File: config.mk
export PLATFORM = sky130hd
export DESIGN_NAME = ex_mem_wb_dest_pipe
export DESIGN_NICKNAME = d
export VERILOG_FILES = /design/src/rtl/ex_mem_wb_dest_pipe_pkg.sv /design/src/rtl/ex_mem_wb_dest_pipe_fwd_select.sv /design/src/rtl/ex_mem_wb_dest_pipe.sv
export SDC_FILE = /design/constraint.sdc
export NUM_CORES = 1
export LEC_CHECK = 0
export ABC_AREA = 1
export BUFFER_PORTS_ARGS = -buffer_cell sky130_fd_sc_hd__buf_4
export CAP_MARGIN = 25
export CORE_ASPECT_RATIO = 0.75
export CORE_MARGIN = 8
export CORE_UTILIZATION = 50
export DETAILED_ROUTE_END_ITERATION = 12
export PLACE_DENSITY = 0.83
export SETUP_SLACK_MARGIN = 0.2
export SLEW_MARGIN = 20
export SYNTH_ARGS = -nofsm -noshare
export SYNTH_HDL_FRONTEND = slang
export SYNTH_HIERARCHICAL = 1
export SYNTH_SLANG_ARGS = --single-unit
File: constraint.sdc
create_clock -name clk -period 2.29 [get_ports clk]
set_clock_uncertainty 0.1 [all_clocks]
set_input_delay 0.1145 -clock clk [delete_from_list [all_inputs] [get_ports clk]]
set_output_delay 0.1145 -clock clk [all_outputs]
set_load 0.01 [all_outputs]
File: src/rtl/ex_mem_wb_dest_pipe_pkg.sv
// Shared definitions for the EX/MEM/WB destination-register pipeline:
// default widths and the ALU operand forward-select encoding, which the
// EX-stage operand muxes decode with the same constants.
package ex_mem_wb_dest_pipe_pkg;

  localparam int DATA_W_DEF = 32;
  localparam int REG_W_DEF  = 5;

  localparam logic [1:0] FWD_RF  = 2'b00;  // register file value
  localparam logic [1:0] FWD_WB  = 2'b01;  // MEM/WB write-back data
  localparam logic [1:0] FWD_MEM = 2'b10;  // EX/MEM ALU result

  // Resolve the two stage hits into a select. EX/MEM holds the newer
  // value, so it wins when both stages write the same register.
  function automatic logic [1:0] fwd_priority(input logic mem_hit,
                                              input logic wb_hit);
    logic [1:0] sel;
    case ({mem_hit, wb_hit})
      2'b10:   sel = FWD_MEM;
      2'b11:   sel = FWD_MEM;
      2'b01:   sel = FWD_WB;
      2'b00:   sel = FWD_RF;
      default: sel = FWD_RF;
    endcase
    return sel;
  endfunction

endpackage

File: src/rtl/ex_mem_wb_dest_pipe_fwd_select.sv
// Forward select for one ALU operand: compares the operand's source
// register against the qualified destinations held in EX/MEM and MEM/WB.
// Register $0 never matches because $0 writes are dropped at pipeline
// entry, so the write-enable qualification alone keeps $0 at FWD_RF.
module fwd_select
  import ex_mem_wb_dest_pipe_pkg::*;
#(
  parameter int REG_W = REG_W_DEF
) (
  input  logic [REG_W-1:0] src_reg,
  input  logic             mem_reg_write,
  input  logic [REG_W-1:0] mem_write_reg,
  input  logic             wb_reg_write,
  input  logic [REG_W-1:0] wb_write_reg,
  output logic [1:0]       fwd_sel
);

  logic mem_hit_s;
  logic wb_hit_s;

  // Per-stage hazard detection followed by newest-wins priority.
  always_comb begin
    mem_hit_s = 1'b0;
    wb_hit_s  = 1'b0;
    if (mem_reg_write && (mem_write_reg == src_reg)) begin
      mem_hit_s = 1'b1;
    end else begin
      mem_hit_s = 1'b0;
    end
    if (wb_reg_write && (wb_write_reg == src_reg)) begin
      wb_hit_s = 1'b1;
    end else begin
      wb_hit_s = 1'b0;
    end
    fwd_sel = fwd_priority(mem_hit_s, wb_hit_s);
  end

endmodule

File: src/rtl/ex_mem_wb_dest_pipe.sv
// EX/MEM and MEM/WB pipeline registers for the destination register and
// its write-back controls, write-back data formation, and the operand
// forwarding selects returned to the EX stage.
module ex_mem_wb_dest_pipe
  import ex_mem_wb_dest_pipe_pkg::*;
#(
  parameter int DATA_W = DATA_W_DEF,
  parameter int REG_W  = REG_W_DEF
) (
  input  logic              clk,
  input  logic              reset,
  input  logic              hold,
  input  logic              flush,
  input  logic [REG_W-1:0]  ex_write_reg,
  input  logic              ex_reg_write,
  input  logic              ex_mem_to_reg,
  input  logic [DATA_W-1:0] ex_alu_result,
  input  logic [REG_W-1:0]  ex_rs,
  input  logic [REG_W-1:0]  ex_rt,
  input  logic [DATA_W-1:0] mem_read_data,
  output logic [REG_W-1:0]  mem_write_reg,
  output logic              mem_reg_write,
  output logic              mem_mem_to_reg,
  output logic [DATA_W-1:0] mem_alu_result,
  output logic [REG_W-1:0]  wb_write_reg,
  output logic              wb_reg_write,
  output logic [DATA_W-1:0] wb_write_data,
  output logic [1:0]        forward_a,
  output logic [1:0]        forward_b
);

  logic [REG_W-1:0]  mem_write_reg_r;
  logic              mem_reg_write_r;
  logic              mem_mem_to_reg_r;
  logic [DATA_W-1:0] mem_alu_result_r;
  logic [REG_W-1:0]  wb_write_reg_r;
  logic              wb_reg_write_r;
  logic [DATA_W-1:0] wb_write_data_r;

  logic              ex_write_qual_s;
  logic [DATA_W-1:0] wb_data_sel_s;

  // Entry qualification (no $0 writes) and write-back data selection.
  always_comb begin
    ex_write_qual_s = 1'b0;
    wb_data_sel_s   = {DATA_W{1'b0}};
    if (ex_reg_write && (ex_write_reg != {REG_W{1'b0}})) begin
      ex_write_qual_s = 1'b1;
    end else begin
      ex_write_qual_s = 1'b0;
    end
    if (mem_mem_to_reg_r) begin
      wb_data_sel_s = mem_read_data;
    end else begin
      wb_data_sel_s = mem_alu_result_r;
    end
  end

  // EX/MEM register: reset > hold > flush (bubble) > advance.
  always_ff @(posedge clk) begin
    if (reset) begin
      mem_write_reg_r  <= {REG_W{1'b0}};
      mem_reg_write_r  <= 1'b0;
      mem_mem_to_reg_r <= 1'b0;
      mem_alu_result_r <= {DATA_W{1'b0}};
    end else if (hold) begin
      mem_write_reg_r  <= mem_write_reg_r;
      mem_reg_write_r  <= mem_reg_write_r;
      mem_mem_to_reg_r <= mem_mem_to_reg_r;
      mem_alu_result_r <= mem_alu_result_r;
    end else if (flush) begin
      mem_write_reg_r  <= {REG_W{1'b0}};
      mem_reg_write_r  <= 1'b0;
      mem_mem_to_reg_r <= 1'b0;
      mem_alu_result_r <= {DATA_W{1'b0}};
    end else begin
      mem_write_reg_r  <= ex_write_reg;
      mem_reg_write_r  <= ex_write_qual_s;
      mem_mem_to_reg_r <= ex_mem_to_reg;
      mem_alu_result_r <= ex_alu_result;
    end
  end

  // MEM/WB register: advances from old EX/MEM contents even during flush.
  always_ff @(posedge clk) begin
    if (reset) begin
      wb_write_reg_r  <= {REG_W{1'b0}};
      wb_reg_write_r  <= 1'b0;
      wb_write_data_r <= {DATA_W{1'b0}};
    end else if (hold) begin
      wb_write_reg_r  <= wb_write_reg_r;
      wb_reg_write_r  <= wb_reg_write_r;
      wb_write_data_r <= wb_write_data_r;
    end else begin
      wb_write_reg_r  <= mem_write_reg_r;
      wb_reg_write_r  <= mem_reg_write_r;
      wb_write_data_r <= wb_data_sel_s;
    end
  end

  assign mem_write_reg  = mem_write_reg_r;
  assign mem_reg_write  = mem_reg_write_r;
  assign mem_mem_to_reg = mem_mem_to_reg_r;
  assign mem_alu_result = mem_alu_result_r;
  assign wb_write_reg   = wb_write_reg_r;
  assign wb_reg_write   = wb_reg_write_r;
  assign wb_write_data  = wb_write_data_r;

  fwd_select #(.REG_W(REG_W)) u_fwd_a (
    .src_reg       (ex_rs),
    .mem_reg_write (mem_reg_write_r),
    .mem_write_reg (mem_write_reg_r),
    .wb_reg_write  (wb_reg_write_r),
    .wb_write_reg  (wb_write_reg_r),
    .fwd_sel       (forward_a)
  );

  fwd_select #(.REG_W(REG_W)) u_fwd_b (
    .src_reg       (ex_rt),
    .mem_reg_write (mem_reg_write_r),
    .mem_write_reg (mem_write_reg_r),
    .wb_reg_write  (wb_reg_write_r),
    .wb_write_reg  (wb_write_reg_r),
    .fwd_sel       (forward_b)
  );

endmodule
==> flow_summary.yaml <==
finish:
  num_antenna_cells: 0
  multi_input_area_um2: 1593
  final_common_cell: "buf_4"
  syn2layout_area_growth_pct: 54.50
  seq_area_um2: 1543
  fillers: 534
  fin_cells: 878
  final_cell_mix: "buf_4, nand2_1, nor2_1"
  drive_gt1_frac: 0.2561
  nets: 857
grt:
  grtUsageTotal: 0.2356
  grt_pass1_wl_um: 19990
  grt_overflow_total: 0
  grt_pass1_vias: 4203
  grt_max_degree: 78
  antenna_found_initial: 0
sta:
  post-route-min-period_ns: 1.645
  final-max-slew-violation-count: 0
  worst_pin_slew_ns: 0.8111
  rsz0062_at_grt: "no"
  setup_viol: 0
  tns_ns: 0
  hold_viol_final: 0
  hold_ws_ns: 0.01123
  relSlewSlack: 0.4593
  fmaxAchievable_mhz: 608.0
  min_period_over_period: 0.7182
routing:
  first_iter_violations: 254
  vias: 4168
  drtAntennaViolNets: 0
  drcViolationCount: 0
  drt_first_pass_iters: 5
  wire_per_inst_um: 14.15
  wl_um: 12420
  viasPerCell: 4.747
clock_network:
  cts_hold_buf: 61
  cts_setup_buffers: 0
  clkTransAtPathRegs_ns: 0.08
  cts-htree-levels: 3
  clk-insertion-delay-late_ns: 0.34
  cts_root_buf: "clkbuf_8"
  numCtsBuffers: 9
  cts-resized-gates: 0
  clock_sinks: 77
  cts.path.max_buffers: 2
  cts_tree: "built"
floorplan:
  fp.dieArea_um2: 10330
  io_pins: 166
  start_util: 0.5055
  row_count: 27
  die_h_um: 90.04
  die_w_um: 114.7
  coreArea_um2: 7229
logic_synthesis:
  netlist_instances: 564
  async_flop_share: 0
  netlist_area_um2: 3655
  ys_ff_latch: 77
  yosysUniqueCellTypes: 20
  synth_nets: 649
  ys_seq_area_frac: 0.4218
  ys.flop_type: "dfxtp_1"
  synth_edf_count: 0
  synth_warnings: 6
  syn_area_per_cell_um2: 6.480
placed_design:
  io_buffers: 165
  dp_hpwl_um: 8206
  placed_cells: 801
  gp_congestion: 0.8245
worst_setup_path:
  crit_fanout: 7
  reg2reg_depth: 4
  start_kind: "flip-flop"
  reg2reg_slack_ns: 0.85
  critical-path-slowest-cell: "dfxtp_1"
  critPathKind: "reg2out"
  timing.rr.start: "mem_mem_to_reg$_SDFFE_PP0N_"
  cp.required_ns: 2.08
  arrival_ns: 1.43
  critical_path.cell_chain: "inv_1 -> nand2_1 -> nand2_1 -> nor2_2 -> nand2_2 -> nor2_4 -> nor2_1 -> buf_4"
  end_kind: "output port"
  crit_path_end: "forward_b[0]"
  crit_path_max_incr_delay_ns: 0.45
  crit_start: "mem_write_reg[1]$_SDFFE_PP0N_"
  crit_top_cell: "nand2_1"
  r2r_end: "wb_write_data[0]$_SDFFE_PP0N_"
run_status:
  outcome: "finished clean"
power_and_ir_drop:
  powerDensity_nw_per_um2: 521.9
  p_leak_nw: 2.714
  vdd_drop_max_mv: 0.4663
hold_path:
  hold_path.class: "in2reg"
job:
  drv_cap: 0
## where the power goes
group | leakage [nW] | internal (W) | total [W] | switching (W)
Combinational | 2.00 | 0.000310 | 0.000585 | 0.000274
Clock | 0.0815 | 0.000423 | 0.000910 | 0.000487
Sequential | 0.631 | 0.00140 | 0.00145 | 0.0000514
Total | 2.71 | 0.00213 | 0.00295 | 0.000813
## layer usage
layer | wire, um | vias up | GRT usage
met2 | 6216 | 153 | 0.4143
met5 | 0 | - | 0
li1 | - | 2119 | -
met4 | 280 | 0 | 0.07743
met1 | 4875 | 1873 | 0.2564
met3 | 1050 | 23 | 0.08417
## synth_stat cells (3+ instances only)
master,count,area share
o21ai_0,47,0.064
buf_2,13,0.018
nand3_1,3,0.0041
buf_6,8,0.025
o21ai_1,19,0.026
nand2_1,160,0.16
a21oi_1,45,0.062
xnor2_1,4,0.0096
nor2_1,82,0.084
dfxtp_1,77,0.42
nor2_2,4,0.0068
inv_1,77,0.079
inv_2,5,0.0051
clkbuf_1,10,0.010
nor2_4,3,0.0092
## logic make-up after synthesis
family	share of synthesized area
AO/OA/AOI/OAI	0.1520
XOR/XNOR	0.009585
buffers and inverters	0.1424
flip-flops	0.4218
AND/OR/NAND/NOR	0.2742
## worst min path at each step
stage               slack [ns]  cells after the start                               to               from
floorplan                 0.16                      2  mem_alu_result[20]$_SDFFE_PP0N_  ex_alu_result[20]
global placement          0.27                      3  mem_alu_result[13]$_SDFFE_PP0N_  ex_alu_result[13]
detailed placement        0.28                      3  mem_alu_result[12]$_SDFFE_PP0N_  ex_alu_result[12]
CTS                     0.0005                      5   wb_write_data[30]$_SDFFE_PP0N_  mem_read_data[30]
global route              0.02                      5   wb_write_data[29]$_SDFFE_PP0N_  mem_read_data[29]
finish                    0.01                      5   wb_write_data[30]$_SDFFE_PP0N_  mem_read_data[30]
## per-stage QoR
| stage | power (W) | setup slack (ns) | utilization | instance area, um^2 |
|---|---|---|---|---|
| 6_report | 0.002947 | 0.6453 | 0.7811 | 5647 |
| 2_1_floorplan | 0.001717 | 1.091 | - | 3655 |
| 4_1_cts | 0.002955 | 0.6292 | 0.7811 | 5647 |
| 3_3_place_gp | 0.001958 | 0.7595 | 0.6720 | 4858 |
| 3_5_place_dp | 0.001972 | 0.6969 | 0.6720 | 4858 |
| 5_1_grt | 0.003081 | 0.5054 | 0.7811 | 5647 |
## area by class of cell
cell class / count / share of cell area
sequential: 77 / 0.2732
inverter: 84 / 0.05584
clock buffer: 11 / 0.02504
multi-input combinational: 370 / 0.2821
tap: 101 / 0.02238
timing repair buffer: 230 / 0.3350
clock inverter: 5 / 0.006426
## critical path: cells and delay by family (launching register included)
family | cells | cell delay [ns]
DFF | 1 | 0.45
and+or+nand+nor | 6 | 0.43
buffers and inverters | 2 | 0.21
Note: power is estimated with default switching activity, not from simulation.
